File: src/rtl/mmu_pkg.sv
// Shared types and arithmetic for the MMU accumulator slice.
// Build option: define ACC_SAT_EN to saturate accumulate overflows instead of wrapping.
package mmu_pkg;

    localparam int ACC_WIDTH  = 32;
    localparam int ARRAY_SIZE = 3;

    typedef enum logic [1:0] {
        IDLE  = 2'd0,
        FLUSH = 2'd1,
        DRAIN = 2'd2,
        DONE  = 2'd3
    } accum_state_t;

    // Returns {overflow, sum}; overflow means both operands share a sign the result lacks.
    function automatic logic [ACC_WIDTH:0] sat_add(input logic [ACC_WIDTH-1:0] a,
                                                   input logic [ACC_WIDTH-1:0] b);
        logic [ACC_WIDTH-1:0] sum;
        logic                 ovf;
        sum = a + b;
        ovf = (a[ACC_WIDTH-1] == b[ACC_WIDTH-1]) && (sum[ACC_WIDTH-1] != a[ACC_WIDTH-1]);
`ifdef ACC_SAT_EN
        if (ovf) begin
            sum = a[ACC_WIDTH-1] ? {1'b1, {(ACC_WIDTH-1){1'b0}}} : {1'b0, {(ACC_WIDTH-1){1'b1}}};
        end
`else
        sum = sum;
`endif
        return {ovf, sum};
    endfunction

endpackage

File: src/rtl/mmu_accum_deskew.sv
// Removes the per-column output skew of the systolic array: lane c gets ARRAY_SIZE-1-c alignment
// registers plus one common output register; valid/addr/accum travel in a matching side pipe.
module mmu_accum_deskew #(
    parameter int ACC_WIDTH  = mmu_pkg::ACC_WIDTH,
    parameter int ARRAY_SIZE = mmu_pkg::ARRAY_SIZE,
    parameter int ADDR_W     = 4
) (
    input  logic                          clk,
    input  logic                          rst_n,
    input  logic [ACC_WIDTH*ARRAY_SIZE-1:0] lane_in,
    input  logic                          valid_in,
    input  logic [ADDR_W-1:0]             addr_in,
    input  logic                          accum_in,
    output logic [ACC_WIDTH*ARRAY_SIZE-1:0] lane_out,
    output logic                          valid_out,
    output logic [ADDR_W-1:0]             addr_out,
    output logic                          accum_out
);

    genvar gi;

    for (gi = 0; gi < ARRAY_SIZE; gi++) begin : g_lane
        localparam int NST = ARRAY_SIZE - gi;
        logic [ACC_WIDTH-1:0] dly_reg [NST];

        always_ff @(posedge clk or negedge rst_n) begin
            if (!rst_n) begin
                for (int k = 0; k < NST; k++) dly_reg[k] <= '0;
            end else begin
                dly_reg[0] <= lane_in[gi*ACC_WIDTH +: ACC_WIDTH];
                for (int k = 1; k < NST; k++) dly_reg[k] <= dly_reg[k-1];
            end
        end

        assign lane_out[gi*ACC_WIDTH +: ACC_WIDTH] = dly_reg[NST-1];
    end

    // Side pipe is as long as lane 0's path, so it lines up with the aligned vector.
    logic              valid_pipe_reg [ARRAY_SIZE];
    logic              accum_pipe_reg [ARRAY_SIZE];
    logic [ADDR_W-1:0] addr_pipe_reg  [ARRAY_SIZE];

    always_ff @(posedge clk or negedge rst_n) begin
        if (!rst_n) begin
            for (int k = 0; k < ARRAY_SIZE; k++) begin
                valid_pipe_reg[k] <= 1'b0;
                accum_pipe_reg[k] <= 1'b0;
                addr_pipe_reg[k]  <= '0;
            end
        end else begin
            valid_pipe_reg[0] <= valid_in;
            accum_pipe_reg[0] <= accum_in;
            addr_pipe_reg[0]  <= addr_in;
            for (int k = 1; k < ARRAY_SIZE; k++) begin
                valid_pipe_reg[k] <= valid_pipe_reg[k-1];
                accum_pipe_reg[k] <= accum_pipe_reg[k-1];
                addr_pipe_reg[k]  <= addr_pipe_reg[k-1];
            end
        end
    end

    assign valid_out = valid_pipe_reg[ARRAY_SIZE-1];
    assign accum_out = accum_pipe_reg[ARRAY_SIZE-1];
    assign addr_out  = addr_pipe_reg[ARRAY_SIZE-1];

endmodule

File: src/rtl/mmu_accum.sv
// MMU output accumulator: deskews column psums, accumulates vectors into an addressed buffer and
// drains buffer ranges over valid/ready with clear-on-read. Build option: ACC_SAT_EN (saturating add).
module mmu_accum
    import mmu_pkg::*;
#(
    parameter int ACC_WIDTH  = mmu_pkg::ACC_WIDTH,
    parameter int ARRAY_SIZE = mmu_pkg::ARRAY_SIZE,
    parameter int DEPTH      = 16,
    parameter int ADDR_W     = $clog2(DEPTH)
) (
    input  logic                            clk,
    input  logic                            rst_n,
    input  logic [ACC_WIDTH*ARRAY_SIZE-1:0] psum_in,
    input  logic                            in_valid,
    output logic                            in_ready,
    input  logic [ADDR_W-1:0]               in_addr,
    input  logic                            in_accum,
    input  logic                            drain_start,
    input  logic [ADDR_W-1:0]               drain_base,
    input  logic [ADDR_W:0]                 drain_len,
    output logic                            out_valid,
    input  logic                            out_ready,
    output logic [ACC_WIDTH*ARRAY_SIZE-1:0] out_data,
    output logic [ADDR_W-1:0]               out_addr,
    output logic                            out_last,
    output logic                            drain_done,
    output logic                            acc_ovf
);

    localparam int VEC_W = ACC_WIDTH * ARRAY_SIZE;
    localparam int LEN_W = ADDR_W + 1;
    localparam int FC_W  = $clog2(ARRAY_SIZE + 1);

    accum_state_t state_reg, state_next;

    logic [VEC_W-1:0]  buf_mem [DEPTH];
    logic [VEC_W-1:0]  al_data;
    logic              al_valid;
    logic [ADDR_W-1:0] al_addr;
    logic              al_accum;
    logic [VEC_W-1:0]  rmw_data;
    logic [ARRAY_SIZE-1:0] lane_ovf;

    logic [ADDR_W-1:0] rd_ptr_reg;
    logic [LEN_W-1:0]  left_reg;
    logic [LEN_W-1:0]  len_clamped;
    logic [FC_W-1:0]   flush_cnt_reg;
    logic              out_valid_reg;
    logic              out_last_reg;
    logic [VEC_W-1:0]  out_data_reg;
    logic [ADDR_W-1:0] out_addr_reg;
    logic              acc_ovf_reg;

    logic start_acc;
    logic handshake;
    logic flush_end;

    assign in_ready    = (state_reg == IDLE);
    assign start_acc   = in_ready && drain_start;
    assign handshake   = out_valid_reg && out_ready;
    assign flush_end   = (state_reg == FLUSH) && (flush_cnt_reg == FC_W'(ARRAY_SIZE - 1));
    assign len_clamped = (drain_len > LEN_W'(DEPTH)) ? LEN_W'(DEPTH) : drain_len;

    mmu_accum_deskew #(
        .ACC_WIDTH (ACC_WIDTH),
        .ARRAY_SIZE(ARRAY_SIZE),
        .ADDR_W    (ADDR_W)
    ) u_deskew (
        .clk      (clk),
        .rst_n    (rst_n),
        .lane_in  (psum_in),
        .valid_in (in_valid && in_ready),
        .addr_in  (in_addr),
        .accum_in (in_accum),
        .lane_out (al_data),
        .valid_out(al_valid),
        .addr_out (al_addr),
        .accum_out(al_accum)
    );

    // Read-modify-write straight off the flop array; consecutive hits on one entry need no forwarding.
    genvar gi;
    for (gi = 0; gi < ARRAY_SIZE; gi++) begin : g_rmw
        logic [ACC_WIDTH:0] add_res;
        assign add_res = sat_add(buf_mem[al_addr][gi*ACC_WIDTH +: ACC_WIDTH],
                                 al_data[gi*ACC_WIDTH +: ACC_WIDTH]);
        assign rmw_data[gi*ACC_WIDTH +: ACC_WIDTH] =
            al_accum ? add_res[ACC_WIDTH-1:0] : al_data[gi*ACC_WIDTH +: ACC_WIDTH];
        assign lane_ovf[gi] = al_accum && add_res[ACC_WIDTH];
    end

    always_ff @(posedge clk or negedge rst_n) begin
        if (!rst_n) begin
            state_reg <= IDLE;
        end else begin
            state_reg <= state_next;
        end
    end

    always_comb begin
        state_next = state_reg;
        case (state_reg)
            IDLE:    if (drain_start) state_next = FLUSH;
            FLUSH:   if (flush_end) state_next = (left_reg == '0) ? DONE : DRAIN;
            DRAIN:   if (handshake && out_last_reg) state_next = DONE;
            DONE:    state_next = IDLE;
            default: state_next = IDLE;
        endcase
    end

    always_ff @(posedge clk or negedge rst_n) begin
        if (!rst_n) begin
            for (int i = 0; i < DEPTH; i++) buf_mem[i] <= '0;
        end else begin
            if (al_valid) buf_mem[al_addr] <= rmw_data;
            if (handshake) buf_mem[out_addr_reg] <= '0;
        end
    end

    always_ff @(posedge clk or negedge rst_n) begin
        if (!rst_n) begin
            rd_ptr_reg    <= '0;
            left_reg      <= '0;
            flush_cnt_reg <= '0;
            out_valid_reg <= 1'b0;
            out_last_reg  <= 1'b0;
            out_data_reg  <= '0;
            out_addr_reg  <= '0;
            acc_ovf_reg   <= 1'b0;
        end else begin
            if (start_acc) begin
                rd_ptr_reg    <= drain_base;
                left_reg      <= len_clamped;
                flush_cnt_reg <= '0;
            end else if (state_reg == FLUSH) begin
                flush_cnt_reg <= flush_cnt_reg + FC_W'(1);
            end

            // Next beat is fetched when the output register is empty or being consumed.
            if ((state_reg == DRAIN) && (!out_valid_reg || handshake)) begin
                if (left_reg != '0) begin
                    out_valid_reg <= 1'b1;
                    out_data_reg  <= buf_mem[rd_ptr_reg];
                    out_addr_reg  <= rd_ptr_reg;
                    out_last_reg  <= (left_reg == LEN_W'(1));
                    rd_ptr_reg    <= rd_ptr_reg + ADDR_W'(1);
                    left_reg      <= left_reg - LEN_W'(1);
                end else begin
                    out_valid_reg <= 1'b0;
                    out_last_reg  <= 1'b0;
                end
            end

            if (al_valid && (|lane_ovf)) begin
                acc_ovf_reg <= 1'b1;
            end else if (start_acc) begin
                acc_ovf_reg <= 1'b0;
            end
        end
    end

    assign out_valid  = out_valid_reg;
    assign out_data   = out_data_reg;
    assign out_addr   = out_addr_reg;
    assign out_last   = out_last_reg;
    assign drain_done = (state_reg == DONE);
    assign acc_ovf    = acc_ovf_reg;

endmodule

File: config.mk
export PLATFORM = sky130hd
export DESIGN_NAME = mmu_accum
export DESIGN_NICKNAME = d
export VERILOG_FILES = /design/src/rtl/mmu_pkg.sv /design/src/rtl/mmu_accum_deskew.sv /design/src/rtl/mmu_accum.sv
export SDC_FILE = /design/constraint.sdc
export NUM_CORES = 2
export LEC_CHECK = 0
export BUFFER_PORTS_ARGS = -buffer_cell sky130_fd_sc_hd__buf_2
export CAP_MARGIN = 10
export CORE_MARGIN = 2
export CORE_UTILIZATION = 56
export DETAILED_ROUTE_END_ITERATION = 12
export PLACE_DENSITY = 0.75
export SETUP_SLACK_MARGIN = 0.4
export SLEW_MARGIN = 10
export SYNTH_ARGS = -nofsm -noshare
export SYNTH_HDL_FRONTEND = slang
export SYNTH_SLANG_ARGS = --single-unit
File: constraint.sdc
create_clock -name clk -period 7.4 [get_ports clk]
set_input_delay 1.11 -clock clk [delete_from_list [all_inputs] [get_ports clk]]
set_output_delay 1.11 -clock clk [all_outputs]
set_load 0.03 [all_outputs]
# ---- Word level (Yosys, flattened, before mapping)
# Cells that the tools add are included.
dict set report totals {
  reg_bits 1862
  in_bits 115
  elab_cells 130
  output_inout_bits 105
}
dict set report op_classes {
  n_eq_ne 14
  n_addsub 6
  muxes 34
  n_bitwise 5
  magnitude_cmp 6
  reduce_logical 25
}
# cell n
set op_table {}
lappend op_table {{1536-bit 2-to-1 mux} 2}
lappend op_table {{1536-bit AND} 1}
lappend op_table {{1536-bit bitwise mux} 1}
lappend op_table {{1536-bit inverter} 1}
lappend op_table {{96-bit binary-select mux with 4-bit select} 2}
lappend op_table {{96-bit demux with 4-bit select} 2}
lappend op_table {{96-bit 2-to-1 mux} 6}
lappend op_table {{32-bit adder} 3}
lappend op_table {{32-bit 2-to-1 mux} 3}
lappend op_table {{5-bit 2-to-1 mux} 4}
lappend op_table {{5-bit greater-or-equal comparator (second input constant)} 3}
lappend op_table {{1-bit logical AND} 15}
lappend op_table {{4-bit inverter with 5-bit output} 3}
lappend op_table {{4-bit 2-to-1 mux} 3}
lappend op_table {{5-bit by 1-bit < comparator with 1-bit output (second input constant)} 2}
lappend op_table {{2-bit 2-to-1 mux} 5}
lappend op_table {{2-bit one-hot mux with 4 select lines} 1}
lappend op_table {{2-bit == test (second input constant)} 3}
lappend op_table {{5-bit by 1-bit == test with 1-bit output (second input constant)} 1}
lappend op_table {{5-bit greater-than comparator (second input constant)} 1}
lappend op_table {{5-bit zero test} 1}
lappend op_table {{1-bit 2-to-1 mux} 5}
lappend op_table {{5-bit nonzero test} 1}
lappend op_table {{5-bit by 1-bit subtractor with 5-bit output (second input constant)} 1}
lappend op_table {{other kinds (14)} 20}

# ---- Logic depth before layout (Yosys ltp)
dict set report logic_depth {
  ltp_word 11
  ltp_mapped 20
  mapped_depth_nobuf 15
}

# ---- Cells and area by module
# Synthesis repeated with hierarchy kept, for this count alone.
dict set report hier_totals {
  hier_cells 8353
  hier_area_um2 97360.9
}
# module seq_area_each_um2 area_per_inst_um2 cells_each instances
set by_module_without_submodules {}
lappend by_module_without_submodules {mmu_accum 41339.6 91595.3 8075 1}
lappend by_module_without_submodules {mmu_accum_deskew 5255.0 5765.5 278 1}

# ---- Worst setup path after synthesis
# Ideal clock, no wire load.
dict set report synth_path {
  path_kind {register -> register}
  from {register u_deskew.addr_pipe_reg (netlist bit u_deskew.addr_out[1])}
  to {register buf_mem[1054] (netlist bit)}
  synth_period_minus_slack_ns 5.231
  stages_incl_launch_ff 20
  arrival_ns 5.099
  t_required_ns 7.267
  slack_ns 2.169
  n_path_buf 5
  setup_time_ns 0.133
  path_cell_list {dfrtp_1 -> clkbuf_1 -> clkbuf_1 -> clkbuf_1 -> clkbuf_1 -> mux4_2 -> mux4_2 -> ha_1 -> fa_1 -> a211oi_2 -> o21ai_0 -> a21oi_1 -> o211ai_1 -> a311o_1 -> nor3b_1 -> nor2_1 -> and4b_1 -> nor4_4 -> buf_4 -> a21oi_1}
}
dict set report synth_via {
  elab_chain_cells 10
  word_cells_on_any_way 15
  classes_between {add/sub: 1; order compare: 2; mux: 9; bitwise: 2; reduce/logical: 1}
}
# item line
set synth_rtl {}
lappend synth_rtl {{start: declaration} mmu_accum_deskew.sv:41} ;# logic [ADDR_W-1:0] addr_pipe_reg [ARRAY_SIZE];
lappend synth_rtl {{start signal: indexed assignment} mmu_accum_deskew.sv:57} ;# addr_pipe_reg[k] <= addr_pipe_reg[k-1];
lappend synth_rtl {{4-bit inverter with 5-bit output (implied by the code) (*)} {mmu_accum.sv:85, mmu_accum.sv:115}}
lappend synth_rtl {{96-bit binary-select mux with 4-bit select} mmu_accum.sv:85} ;# assign add_res = sat_add(buf_mem[al_addr][gi*ACC_WIDTH +: ACC_WIDTH],
lappend synth_rtl {{96-bit 2-to-1 mux (implied by the code) (2 in series)} mmu_accum.sv:85}
lappend synth_rtl {{32-bit adder} mmu_pkg.sv:20} ;# sum = a + b;
lappend synth_rtl {{32-bit 2-to-1 mux} mmu_accum.sv:88} ;# al_accum ? add_res[ACC_WIDTH-1:0] : al_data[gi*ACC_WIDTH +: ACC_WIDTH];
lappend synth_rtl {{1536-bit bitwise mux (*)} mmu_accum.sv:115} ;# if (al_valid) buf_mem[al_addr] <= rmw_data;
lappend synth_rtl {{1536-bit 2-to-1 mux (*)} mmu_accum.sv:115}
lappend synth_rtl {{1536-bit AND (no line)} n/a}
lappend synth_rtl {{1536-bit 2-to-1 mux (*)} mmu_accum.sv:116} ;# if (handshake) buf_mem[out_addr_reg] <= '0;
lappend synth_rtl {{end signal: indexed assignment} mmu_accum.sv:115}
lappend synth_rtl {{end: declaration} mmu_accum.sv:36} ;# logic [VEC_W-1:0] buf_mem [DEPTH];
# Every way passes the cells marked *; elsewhere a longest branch is shown, timed or not. The select of a mux whose other input is x is not followed.
# A chain may end at the register's enable or synchronous reset.

# ---- Worst setup path after layout
dict set report layout_path {
  from {register u_deskew.addr_pipe_reg (netlist bit u_deskew.addr_out[0])}
  to {register buf_mem[831] (netlist bit)}
}
dict set report layout_via {
  elab_chain_cells 10
  word_cells_on_any_way 15
  classes_between {add/sub: 1; order compare: 2; mux: 9; bitwise: 2; reduce/logical: 1}
}
# item line
set layout_rtl {}
lappend layout_rtl {{4-bit inverter with 5-bit output (implied by the code) (*)} {mmu_accum.sv:85, mmu_accum.sv:115}}
lappend layout_rtl {{96-bit binary-select mux with 4-bit select} mmu_accum.sv:85}
lappend layout_rtl {{96-bit 2-to-1 mux (2 in series)} n/a}
lappend layout_rtl {{32-bit adder} mmu_pkg.sv:20}
lappend layout_rtl {{32-bit 2-to-1 mux} mmu_accum.sv:88}
lappend layout_rtl {{1536-bit bitwise mux (*)} mmu_accum.sv:115}
lappend layout_rtl {{1536-bit 2-to-1 mux (*)} mmu_accum.sv:115}
lappend layout_rtl {{1536-bit AND (no line)} n/a}
lappend layout_rtl {{1536-bit 2-to-1 mux (*)} mmu_accum.sv:116}
# Marks and branches as above.

==> impl_metrics.ini <==
[pwr]
swShare_pct = 37.8
ir_worst_vdd_v = 0.000333
pwr-share-seq_pct = 35.7
comb_power_share_pct = 43.4
power.internal_mw = 31.9
p_leak_nw = 43.1
clkPwrFrac_pct = 20.9
power_switching_mw = 19.4
power_density_nw_per_um2 = 479

[run]
maxCapViolCount = 0

[synth]
synth_seq_cells = 1862
synth_top_flop_cell = dfrtp_1
syn-mean-instance-area_um2 = 12.0
yosysTopAreaCell = dfrtp_1
netlist_area_um2 = 96700
synthArstFlopShare_pct = 100
yosysMostFrequentCell = dfrtp_1
ys_seq_area_share_pct = 48.2
yosysWarnings = 0
synth_cell_types = 75
synth.top_cells.by_count = dfrtp_1 (1862), nor2_1 (1176), mux4_2 (960), a211oi_1 (903), clkbuf_1 (706)
synth_edf_count = 0
syn_nets = 8275
synthCells = 8056
synth_area_leaders = dfrtp_1 (48%), mux4_2 (22%), a211oi_1 (7.0%)
synth_top_area_share_pct = 48.2

[floorplanning]
die_area_um2 = 176000
start_util_pct = 56.4
row_count = 152
ios = 220
coreArea_um2 = 172000
die_h_um = 420
fp.dieW_um = 420

[setup_path]
cp-end-kind = flop
cp_max_fo = 47
required_ns = 8.06
arrival_ns = 7.15
crit_type = flop to flop
start_kind = flop
r2r_slack_ns = 0.92

[finish]
fillers = 12800
largest_reg_flops = 1536
area_growth_pct = 10.9
fin_nets = 8102
fin_cells = 10400
drive_gt1_share_pct = 24.3

[drt]
drt_first_pass_iters = 8
drtAntennaViolNets = 0
wire_per_inst_um = 31.9
drcViolationCount = 0
vias = 76600
drtIter0Drc = 11200
routed_wl_mm = 330
vias_per_cell = 7.38

[timing]
worst_pin_slew_ns = 1.43
slew_headroom_pct = 4.72
clock_skew_ns = 0.0456
worst_slack_ns = 0.917
tns_ns = 0
post-route-period-util_pct = 87.6
fmax_ghz = 0.154
slew_viol_final = 0
finalHoldViolCount = 0
setup_viol = 0
period_needed_ns = 6.48
rsz0062_at_grt = false

[grt]
grt_pass1_vias = 77500
grt_max_degree = 193
grt_pass1_wl_mm = 495
antenna_found_initial = 15
grtUsageTotal_pct = 37.9
overflow = 0

[clock_tree]
postCtsHoldBufs = 0
cts_tree = done
htreeDepth = 4
root_buffer = clkbuf_16
cts_sinks = 1862
cts_buffers = 197
clkLatencyLatePin_ns = 0.87
clk_pin_slew_ns = 0.06
post_cts_buffers = 0
ctsResizeCount = 0
clockBufferDepth = 3

[placed_design]
dp_hpwl_mm = 180
place.port_buffers = 219
numPlacedInstances = 9994
place.gp.congestion = 0.920
dp_slack_ns = 1.10

[status]
outcome = finished, final reports clean

[hold_path]
min-delay-path-class = input port to asynchronous set/reset pin
==> through the flow <==
step | hold WS (ns) | cell area, um^2 | power (mW) | util (%)
finish | 0.232 | 107000 | 51.4 | 62.5
global route | 0.332 | 107000 | 53.8 | 62.5
CTS | 0.302 | 107000 | 50.9 | 62.5
detailed placement | 0.335 | 100000 | 40.0 | 58.4
global placement | 0.332 | 100000 | 39.0 | 58.4
floorplan | 0.331 | 96700 | 33.6 | -
==> critical path, stage by stage, from the launching register on <==
cell and delay, ns:
dfrtp_4 1.15, buf_4 0.42, mux4_2 0.55, mux4_2 0.49, ha_1 0.37, a21oi_1 0.10, o22ai_1 0.48, nor3_1 0.14
a211oi_1 0.57, o211ai_1 0.34, a31oi_1 0.29, nor3_1 0.06, nand3b_1 0.17, xor2_1 0.92, a21oi_1 0.21
==> layout by cell type, fill, tap and decap left out, types with 13 or more instances in the layout <==
cell type	n
a2111oi_0	17
a211oi_1	903
a21o_1	49
a21oi_1	633
a31oi_1	46
and2_1	15
and3_1	15
buf_12	38
buf_2	218
buf_4	223
bufinv_16	25
clkbuf_1	35
clkbuf_16	202
clkbuf_8	47
clkinv_2	38
dfrtp_1	1853
ha_1	101
inv_1	34
mux2_2	103
mux2i_1	60
mux4_2	960
nand2_1	303
nand3_1	93
nand4_1	13
nor2_1	1152
nor2_4	24
nor2b_1	17
nor3_1	25
o211ai_1	31
o21a_1	13
o21ai_0	481
o41ai_1	16
or3_1	24
xnor2_1	49
xor2_1	21
==> cell families (layout without fill, tap and decap cells) <==
kind of cell    count (synthesis)  in the layout  share of synthesized area, %
xor+xnor                       70             70                         0.634
simple gates                 1740           1740                          7.30
fa+ha+maj                     104            104                          1.37
compound gates               2263           2263                          14.7
other cells                     0              9                             0
buf+inv                       886            882                          3.50
flops                        1862           1862                          48.2
mux                          1131           1131                          24.3
==> area by class of cell <==
| type | count | area [um^2] | area share (%) |
|---|---|---|---|
| Sequential cell | 1862 | 46600 | 43.5 |
| Inverter | 35 | 131 | 0.123 |
| Timing Repair Buffer | 479 | 3530 | 3.29 |
| Clock inverter | 84 | 1170 | 1.09 |
| Tap cell | 2310 | 2890 | 2.70 |
| Antenna cell | 9 | 22.5 | 0.0210 |
| Clock buffer | 284 | 5830 | 5.44 |
| Multi-Input combinational cell | 5308 | 47000 | 43.8 |
==> layer usage <==
layer	routed length, um	up-vias	GRT usage (%)
met5	194	-	0.167
met4	27700	22	25.6
met3	47500	1877	12.4
met2	145000	6441	55.6
met1	110000	38000	48.3
li1	-	30200	-
==> power groups by stage <==
stage	registers (mW)	logic (mW)	clock network, mW
CTS	18.2	21.9	10.8
global route	18.9	23.7	11.2
detailed placement	18.3	21.7	0
global placement	17.9	21.1	0
floorplan	17.4	16.2	0
finish	18.3	22.3	10.7
==> final timing paths <==
check / start / to / depth (start not counted)
worst min-delay path: rst_n / buf_mem[1241] / 1
worst max register to register: u_deskew.addr_out[0] / buf_mem[831] / 14
worst max-delay path: u_deskew.addr_out[0] / buf_mem[831] / 14
max in group asynchronous: rst_n / buf_mem[490] / 3
min in group clk: u_deskew.g_lane[0].dly_reg[37] / u_deskew.lane_out[5] / 0
worst min register to register: u_deskew.g_lane[0].dly_reg[37] / u_deskew.lane_out[5] / 0
(Power assumes the default switching activity.)
